$ cat src/rtl/display_multiplexer_if.sv
// Signal bundle between the scan source/digit data and the display driver.
// master drives scan rate and digit data; slave drives the display pins.
interface display_multiplexer_if #(
    parameter int NUM_DIGITS = 4,
    parameter int IDX_W      = 2
);
    logic                      scan_clock;
    logic                      enable;
    logic [4*NUM_DIGITS-1:0]   digits;
    logic [NUM_DIGITS-1:0]     dp_in;
    logic [NUM_DIGITS-1:0]     anodes;
    logic [6:0]                segments;
    logic                      dp_out;
    logic [IDX_W-1:0]          digit_index;

    modport master (
        output scan_clock, enable, digits, dp_in,
        input  anodes, segments, dp_out, digit_index
    );

    modport slave (
        input  scan_clock, enable, digits, dp_in,
        output anodes, segments, dp_out, digit_index
    );
endinterface

$ cat src/rtl/display_multiplexer.sv
// Time-multiplexed common-anode 7-segment driver with anti-ghost gaps.
// Optional macro LEADING_ZERO_BLANK_EN blanks leading zero digits.
module display_multiplexer #(
    parameter int NUM_DIGITS  = 4,
    parameter int GHOST_TICKS = 1,
    parameter int IDX_W       = 2
) (
    input logic                   clock,
    input logic                   reset,
    display_multiplexer_if.slave  bus
);

    localparam int CNT_W = (GHOST_TICKS > 1) ? $clog2(GHOST_TICKS) : 1;

    typedef enum logic [1:0] {
        IDLE = 2'd0,
        SHOW = 2'd1,
        GAP  = 2'd2
    } state_t;

    state_t               state_q, state_d;
    logic [IDX_W-1:0]     idx_q, idx_d, idx_next;
    logic [CNT_W-1:0]     cnt_q, cnt_d;
    logic                 sync1_q, sync2_q, prev_q;
    logic                 scan_tick;
    logic                 show;
    logic [NUM_DIGITS-1:0] anodes_q, anodes_d;
    logic [6:0]           seg_q, seg_d;
    logic                 dp_q, dp_d;
    logic [3:0]           nibble;

    function automatic logic [6:0] seg_decode(input logic [3:0] n);
        logic [6:0] s;
        case (n)
            4'h0:    s = 7'h40;
            4'h1:    s = 7'h79;
            4'h2:    s = 7'h24;
            4'h3:    s = 7'h30;
            4'h4:    s = 7'h19;
            4'h5:    s = 7'h12;
            4'h6:    s = 7'h02;
            4'h7:    s = 7'h78;
            4'h8:    s = 7'h00;
            4'h9:    s = 7'h10;
            4'hA:    s = 7'h08;
            4'hB:    s = 7'h03;
            4'hC:    s = 7'h46;
            4'hD:    s = 7'h21;
            4'hE:    s = 7'h06;
            default: s = 7'h0E;
        endcase
        return s;
    endfunction

    // Bring the slow scan clock into the system domain and detect rises.
    always_ff @(posedge clock) begin
        if (reset) begin
            sync1_q <= 1'b0;
            sync2_q <= 1'b0;
            prev_q  <= 1'b0;
        end else begin
            sync1_q <= bus.scan_clock;
            sync2_q <= sync1_q;
            prev_q  <= sync2_q;
        end
    end

    assign scan_tick = sync2_q & ~prev_q;

    assign idx_next = (idx_q == IDX_W'(NUM_DIGITS - 1)) ?
                      '0 : idx_q + 1'b1;

`ifdef LEADING_ZERO_BLANK_EN
    logic [NUM_DIGITS-1:0] blank_q, blank_d, lead_zero;

    // Mark each zero digit above the most significant non-zero one.
    always_comb begin
        logic run;
        lead_zero = '0;
        run       = 1'b1;
        for (int i = NUM_DIGITS - 1; i >= 1; i--) begin
            run          = run & (bus.digits[i*4 +: 4] == 4'h0);
            lead_zero[i] = run;
        end
    end
`endif

    // Next-state logic: enable drop beats ticks; ticks advance the scan.
    always_comb begin
        state_d = state_q;
        idx_d   = idx_q;
        cnt_d   = cnt_q;
        show    = 1'b0;
        if (!bus.enable) begin
            state_d = IDLE;
            idx_d   = '0;
            cnt_d   = '0;
        end else begin
            unique case (state_q)
                IDLE: begin
                    if (scan_tick) begin
                        state_d = SHOW;
                        idx_d   = '0;
                        show    = 1'b1;
                    end
                end
                SHOW: begin
                    if (scan_tick) begin
                        if (GHOST_TICKS > 0) begin
                            state_d = GAP;
                            cnt_d   = CNT_W'(GHOST_TICKS - 1);
                        end else begin
                            state_d = SHOW;
                            idx_d   = idx_next;
                            show    = 1'b1;
                        end
                    end
                end
                GAP: begin
                    if (scan_tick) begin
                        if (cnt_q == '0) begin
                            state_d = SHOW;
                            idx_d   = idx_next;
                            show    = 1'b1;
                        end else begin
                            cnt_d = cnt_q - 1'b1;
                        end
                    end
                end
                default: begin
                    state_d = IDLE;
                    idx_d   = '0;
                end
            endcase
        end
    end

    assign nibble = bus.digits[{idx_d, 2'b00} +: 4];

    // Next output values; digit data is captured only on SHOW entry.
    always_comb begin
        anodes_d = anodes_q;
        seg_d    = seg_q;
        dp_d     = dp_q;
`ifdef LEADING_ZERO_BLANK_EN
        blank_d  = blank_q;
        if (show && idx_d == '0) begin
            blank_d = lead_zero;
        end
`endif
        if (state_d != SHOW) begin
            anodes_d = '1;
            seg_d    = 7'h7F;
            dp_d     = 1'b1;
        end else if (show) begin
            anodes_d = ~(NUM_DIGITS'(1) << idx_d);
`ifdef LEADING_ZERO_BLANK_EN
            seg_d    = blank_d[idx_d] ? 7'h7F : seg_decode(nibble);
`else
            seg_d    = seg_decode(nibble);
`endif
            dp_d     = ~bus.dp_in[idx_d];
        end
    end

    // State and registered display outputs.
    always_ff @(posedge clock) begin
        if (reset) begin
            state_q  <= IDLE;
            idx_q    <= '0;
            cnt_q    <= '0;
            anodes_q <= '1;
            seg_q    <= 7'h7F;
            dp_q     <= 1'b1;
`ifdef LEADING_ZERO_BLANK_EN
            blank_q  <= '0;
`endif
        end else begin
            state_q  <= state_d;
            idx_q    <= idx_d;
            cnt_q    <= cnt_d;
            anodes_q <= anodes_d;
            seg_q    <= seg_d;
            dp_q     <= dp_d;
`ifdef LEADING_ZERO_BLANK_EN
            blank_q  <= blank_d;
`endif
        end
    end

    assign bus.anodes      = anodes_q;
    assign bus.segments    = seg_q;
    assign bus.dp_out      = dp_q;
    assign bus.digit_index = idx_q;

endmodule

$ cat src/flat_wrapper.sv
// flat-port wrapper written by rule: the top's interface ports become plain ports
module display_multiplexer_flat 
#(
    parameter int NUM_DIGITS  = 4,
    parameter int GHOST_TICKS = 1,
    parameter int IDX_W       = 2
)
  (clock, reset, bus_scan_clock, bus_enable, bus_digits, bus_dp_in, bus_anodes, bus_segments, bus_dp_out, bus_digit_index);
  display_multiplexer_if #(.NUM_DIGITS(NUM_DIGITS), .IDX_W(IDX_W)) bus_i ();
  input logic clock;
  input logic reset;
  input wire logic [$bits(bus_i.scan_clock)-1:0] bus_scan_clock;
  input wire logic [$bits(bus_i.enable)-1:0] bus_enable;
  input wire logic [$bits(bus_i.digits)-1:0] bus_digits;
  input wire logic [$bits(bus_i.dp_in)-1:0] bus_dp_in;
  output wire logic [$bits(bus_i.anodes)-1:0] bus_anodes;
  output wire logic [$bits(bus_i.segments)-1:0] bus_segments;
  output wire logic [$bits(bus_i.dp_out)-1:0] bus_dp_out;
  output wire logic [$bits(bus_i.digit_index)-1:0] bus_digit_index;
  assign bus_i.scan_clock = bus_scan_clock;
  assign bus_i.enable = bus_enable;
  assign bus_i.digits = bus_digits;
  assign bus_i.dp_in = bus_dp_in;
  assign bus_anodes = bus_i.anodes;
  assign bus_segments = bus_i.segments;
  assign bus_dp_out = bus_i.dp_out;
  assign bus_digit_index = bus_i.digit_index;
  display_multiplexer #(.NUM_DIGITS(NUM_DIGITS), .GHOST_TICKS(GHOST_TICKS), .IDX_W(IDX_W)) u_core (.clock(clock), .reset(reset), .bus(bus_i));
endmodule
$ cat config.mk
export PLATFORM = sky130hd
export DESIGN_NAME = display_multiplexer_flat
export DESIGN_NICKNAME = d
export VERILOG_FILES = /design/src/rtl/display_multiplexer_if.sv /design/src/rtl/display_multiplexer.sv /design/src/flat_wrapper.sv
export SDC_FILE = /design/constraint.sdc
export NUM_CORES = 1
export LEC_CHECK = 0
export BUFFER_PORTS_ARGS = -buffer_cell sky130_fd_sc_hd__buf_4
export CAP_MARGIN = 15
export CORE_MARGIN = 2
export CORE_UTILIZATION = 44
export CTS_BUF_LIST = sky130_fd_sc_hd__clkbuf_8 sky130_fd_sc_hd__clkbuf_16
export DETAILED_ROUTE_END_ITERATION = 16
export PLACE_DENSITY = 0.82
export SLEW_MARGIN = 25
export SYNTH_ARGS = -nofsm -noshare
export SYNTH_HDL_FRONTEND = slang
export SYNTH_SLANG_ARGS = --single-unit
$ cat constraint.sdc
create_clock -name clock -period 6 [get_ports clock]
set_input_delay 0.9 -clock clock [delete_from_list [all_inputs] [get_ports clock]]
set_output_delay 0.9 -clock clock [all_outputs]
set_load 0.03 [all_outputs]
==> impl_metrics.ini, run 1 <==
[placement]
gp_congestion = 0.817
placed_cell_area_um2 = 1510
io_buffers = 37
hpwl_um = 2350
pre_cts_ws_ns = 3.00

[worst_setup_path]
crit_chain = ha_1, and4b_1, a21oi_2, o21a_1, nand2_1, o22ai_1, a21o_1, inv_1, ha_1, and2_1, a32oi_1, nand4_1
cp_data_arrival_time_ns = 3.20
end_kind = register
critPathLaunchType = register
worst-setup-path-type = register to register
path_max_fanout = 6
max_stage_delay_ns = 0.48
cpMostUsedCell = ha_1
slowest_stage = dfxtp_1
required_ns = 6.10

[drt]
vias = 1200
ant_nets = 0
highest_layer = met4
wl_per_cell_um = 14.3
wl_um = 3020
dr_wl_met3_um = 242
dr.first_iter.drc_count = 42
firstDrtPassIters = 4
met2_length_um = 1420
viasPerCell = 5.69
wl_met1_um = 1320
drc = 0

[die]
fp-row-count = 19
die_w_um = 56.7
core-area_um2 = 2690
initial_core_util_pct = 45.5
die_y_um = 56.7
dieArea_um2 = 3220
ioPinCount = 38

[cts]
clk_pin_slew_ns = 0.07
ctsHoldBuffers = 0
tritoncts = yes
clk_path_buf_depth = 2
cts_sinks = 19
cts_buffers = 3
clock_latency_ns = 0.26
cts_setup_buffers = 0
htreeDepth = 1
ctsResizeCount = 0
clock-root-buffer = clkbuf_8

[sta]
worstMarginPinSlew_ns = 0.851
timing.final.crit_share_pct = 51.7
fin_crit_ns = 3.10
rsz0062_at_grt = false
finalHoldViolations = 0
skew_ns = 0.00695
setup_viol = 0
max_freq_mhz = 323
fin_tns_setup_ns = 0
fin_ws_ns = 2.90
slew_headroom_pct = 43.2
finalMaxSlewViolations = 0

[synth]
synth_top_area_share_pct = 31.1
synth_async_sr_flop_share_pct = 0
synth_cell_types = 47
synth_area_leaders = dfxtp_1 (31%), ha_1 (7.2%), nor2_1 (5.5%)
seq_area_frac_synth_pct = 31.1
synth_nets = 174
syn_inst = 143
synth_largest_area_cell = dfxtp_1
avgSynthCellArea_um2 = 8.55
synth_edf_count = 0
ys_ff_latch = 19
synth_area_um2 = 1220
ys.flop_type = dfxtp_1
yosysWarnings = 0

[pwr]
power_leakage_uw = 0.000649
ir_drop_mv = 0.137
cellPowerDensity_nw_per_um2 = 164
finalPower_uw = 255

[worst_hold_path]
hold_path.class = register to register

[global_route]
grt_pass1_vias = 1105
overflow = 0
grt_pass1_wl_um = 4910
grt_usage_pct = 19.4
antenna_found_initial = 0
grt_max_degree = 14

[cells_and_area]
area_growth_pct = 27.6
final_cell_mix = buf_4 (37), dfxtp_1 (19), nor2_1 (18)
antennaDiodeCount = 0
final_common_cell = buf_4
design.final.nets = 212
drive_gt1_share_pct = 31.7
final_area_um2 = 1560
fin_util_pct = 58.1

[outcome]
outcome = finished clean

[job]
max_cap_viol_count = 0
-- power breakdown --
part / internal, uW / switching (uW) / total (uW)
Combinational: 19.2 / 18.6 / 37.9
Clock: 45.6 / 43.7 / 89.3
Sequential: 127 / 0.919 / 128
-- synthesized netlist by cell type (all sizes together), types with 2 or more instances --
cell type and number:
nor3 3, buf 4, nand4 2, inv 3, nor2 18, nor2b 5, o22ai 4, nand2b 3
o211ai 2, mux2 3, o21ai 7, ha 7, nand3 6, a21o 2, o22a 2, a211oi 5
a21oi 8, nand2 18, dfxtp 19, o21a 3, a32oi 4, and2 3
-- critical path, delay by kind of cell, from the launching register on --
family,cells,cell delay (ns)
fa+ha+maj,2,0.55
compound gates,5,1.17
simple gates,4,0.65
flops,1,0.48
buf+inv,1,0.09
-- flip-flops by register name, indices dropped and copies added, names as in the netlist --
register and flops:
u_core.sync2_q 1, u_core.bus.anodes 4, u_core.bus.segments 7, u_core.state_q 2, u_core.sync1_q 1, u_core.prev_q 1
u_core.bus.digit_index 2, u_core.bus.dp_out 1
-- per-layer routing --
layer | vias to the layer above | global-route usage (%)
met5 | - | 0
met4 | 0 | 8.16
met3 | 6 | 5.30
met2 | 52 | 29.9
met1 | 547 | 25.2
li1 | 595 | -
-- path summary, 6_finish.rpt --
path / start / endpoint / slack, ns / depth (start not counted)
worst min register to register: u_core.sync1_q$_SDFF_PP0_ / u_core.sync2_q$_SDFF_PP0_ / 0.45 / 1
worst max-delay path: u_core.bus.digit_index[0]$_SDFF_PP0_ / u_core.bus.segments[0]$_SDFFE_PP1P_ / 2.90 / 12
worst max register to register: u_core.bus.digit_index[0]$_SDFF_PP0_ / u_core.bus.segments[0]$_SDFFE_PP1P_ / 2.90 / 12
worst min-delay path: u_core.sync1_q$_SDFF_PP0_ / u_core.sync2_q$_SDFF_PP0_ / 0.45 / 1
-- cells by family after synthesis --
group / share of synthesized area [%]
mux: 3.58
flops: 31.1
buf+inv: 3.28
fa+ha+maj: 7.16
compound gates: 28.5
simple gates: 26.4
-- area by class of cell --
class                   instances  area (um^2)
clock inverters                 1         3.75
repair buffers                 37          278
multi-input cells             117          807
fillers                       240         1130
inverters                       3         11.3
flip-flops and latches         19          380
well taps                      31         38.8
clock buffers                   3         41.3
-- metrics by stage --
stage	std cells	hold WS, ns
final	211	0.451
after CTS	211	0.451
after global routing	211	0.478
after global placement	207	0.422
after detailed placement	207	0.427
after floorplan	143	0.414
No activity file was read; power rests on OpenSTA's default activity.
==> run 2, diff against run 1 <==
clock period = 3.1 ns   (was 6 ns; I/O delays follow)
==> run 2 against run 1 <==
Power increased by 97%. Non-clock buffer count increased by 6. Worst setup slack got worse by 2.7 ns. Die area unchanged. Sequential power increased by 93%. Combinational power increased by 110%. Final area increased by 2.9%. Hold slack got worse by 0.071 ns. Critical path type unchanged.
==> impl_metrics.ini, run 2 (synthesized netlist as in run 1, its figures left out) <==
[worst_setup_path]
worst-setup-path-type = register to register
max_stage_delay_ns = 0.39
end_kind = register
path_max_fanout = 6
reg2reg_slack_ns = 0.21
critPathLaunchType = register
slowest_stage = dfxtp_1
cp_data_arrival_time_ns = 3.07
required_ns = 3.28
crit_chain = ha_1, nor2_1, nand3_2, o2bb2ai_2, o21a_2, nor2_1, a21oi_2, inv_1, ha_1, inv_1, a21oi_1, mux2i_1, o211ai_1
critical_path_buf_inv_count = 2
crit_family = compound AO/OA/AOI/OAI gates

[cells_and_area]
area_growth_pct = 31.3
antennaDiodeCount = 0
final_common_cell = buf_4
largest_register_ffs = 7
final_cell_mix = buf_4 (43), dfxtp_1 (19), nor2_1 (18)
drive_gt1_share_pct = 34.4
design.final.nets = 218
finalNonFillerCells = 217

[global_route]
grt_max_degree = 14
grt_pass1_wl_um = 5000
antenna_found_initial = 0
overflow = 0
grt_usage_pct = 19.3
grt_pass1_vias = 1062

[drt]
wl_per_cell_um = 14.2
viasPerCell = 5.71
dr.first_iter.drc_count = 65
firstDrtPassIters = 4
vias = 1239
wl_um = 3070
drc = 0
ant_nets = 0

[pwr]
power_leakage_uw = 0.000677
p_seq_share_pct = 49.3
switching_share_pct = 25.0
switchingPower_uw = 125
p_clk_share_pct = 34.8
ir_drop_mv = 0.264
p_comb_share_pct = 16.0
cellPowerDensity_nw_per_um2 = 313
p_int_uw = 376

[die]
die_w_um = 56.7
dieArea_um2 = 3220
ioPinCount = 38
fp-row-count = 19
die_y_um = 56.7
core-area_um2 = 2690
initial_core_util_pct = 45.5

[placement]
hpwl_um = 2360
gp_congestion = 0.828
post-place-cells = 210
io_buffers = 37

[outcome]
outcome = finished clean

[sta]
fin_tns_setup_ns = 0
slew_headroom_pct = 64.1
rsz0062_at_grt = false
finalMaxSlewViolations = 0
setup_viol = 0
fin_crit_ns = 2.89
worstMarginPinSlew_ns = 0.537
skew_ns = 0.00341
max_freq_mhz = 346
timing.final.crit_share_pct = 93.2
finalHoldViolations = 0

[cts]
clock-root-buffer = clkbuf_8
clock_latency_ns = 0.25
clk_pin_slew_ns = 0.08
cts_sinks = 19
htreeDepth = 1
clk_path_buf_depth = 2
tritoncts = yes
ctsHoldBuffers = 0
cts_buffers = 3

[worst_hold_path]
hold_path.class = primary input to register

[job]
max_cap_viol_count = 0
[run 2: per-layer routing]
layer	vias to the layer above	routed length [um]	global-route usage, %
li1	615	-	-
met1	555	1390	27.2
met2	63	1380	28.9
met3	6	241	3.92
met4	0	58	6.80
met5	-	0	0
[run 2: final timing paths]
kind	startpoint	endpoint	cells past startpoint
min reg2reg	u_core.sync1_q$_SDFF_PP0_	u_core.sync2_q$_SDFF_PP0_	1
max reg2reg	u_core.bus.digit_index[0]$_SDFF_PP0_	u_core.bus.segments[1]$_SDFFE_PP1P_	13
max	u_core.bus.digit_index[0]$_SDFF_PP0_	u_core.bus.segments[1]$_SDFFE_PP1P_	13
min	reset	u_core.sync1_q$_SDFF_PP0_	2
[run 2: what timing repair did]
item                       4_1_cts  5_1_grt
setup buffers                    0        3
setup endpoints to repair        0        3
resized for setup                0        1
[run 2: worst reg2reg max path, stage by stage (launching register included)]
cell and delay [ns]:
dfxtp_1 0.39, ha_1 0.23, nor2_1 0.16, nand3_2 0.15, o2bb2ai_2 0.33, o21a_2 0.25
nor2_1 0.07, a21oi_2 0.25, inv_1 0.15, ha_1 0.30, inv_1 0.03, a21oi_1 0.21
mux2i_1 0.15, o211ai_1 0.17
[run 2: cell type report]
cell class,count,area [um^2]
fillers,237,1080
multi-input cells,117,806
flip-flops and latches,19,380
repair buffers,43,323
clock buffers,3,41.3
well taps,31,38.8
inverters,3,11.3
clock inverters,1,5.00
[run 2: metrics by stage]
stage               total power, uW  util [%]  hold slack [ns]  setup WS [ns]  cell area [um^2]
floorplan                       294         -            0.414          0.278              1220
global placement                325      57.1            0.426          0.299              1530
detailed placement              328      57.1            0.440          0.145              1530
CTS                             497      58.8            0.383          0.103              1580
global route                    518      59.8            0.391         0.0178              1610
finish                          502      59.8            0.380          0.211              1610
[run 2: power by group through the flow]
stage               clock network [uW]  logic, uW  registers [uW]
floorplan                            0       41.3             253
global placement                     0       72.6             253
detailed placement                   0       75.2             253
CTS                                175       75.4             247
global route                       183       87.1             247
finish                             174       80.1             247
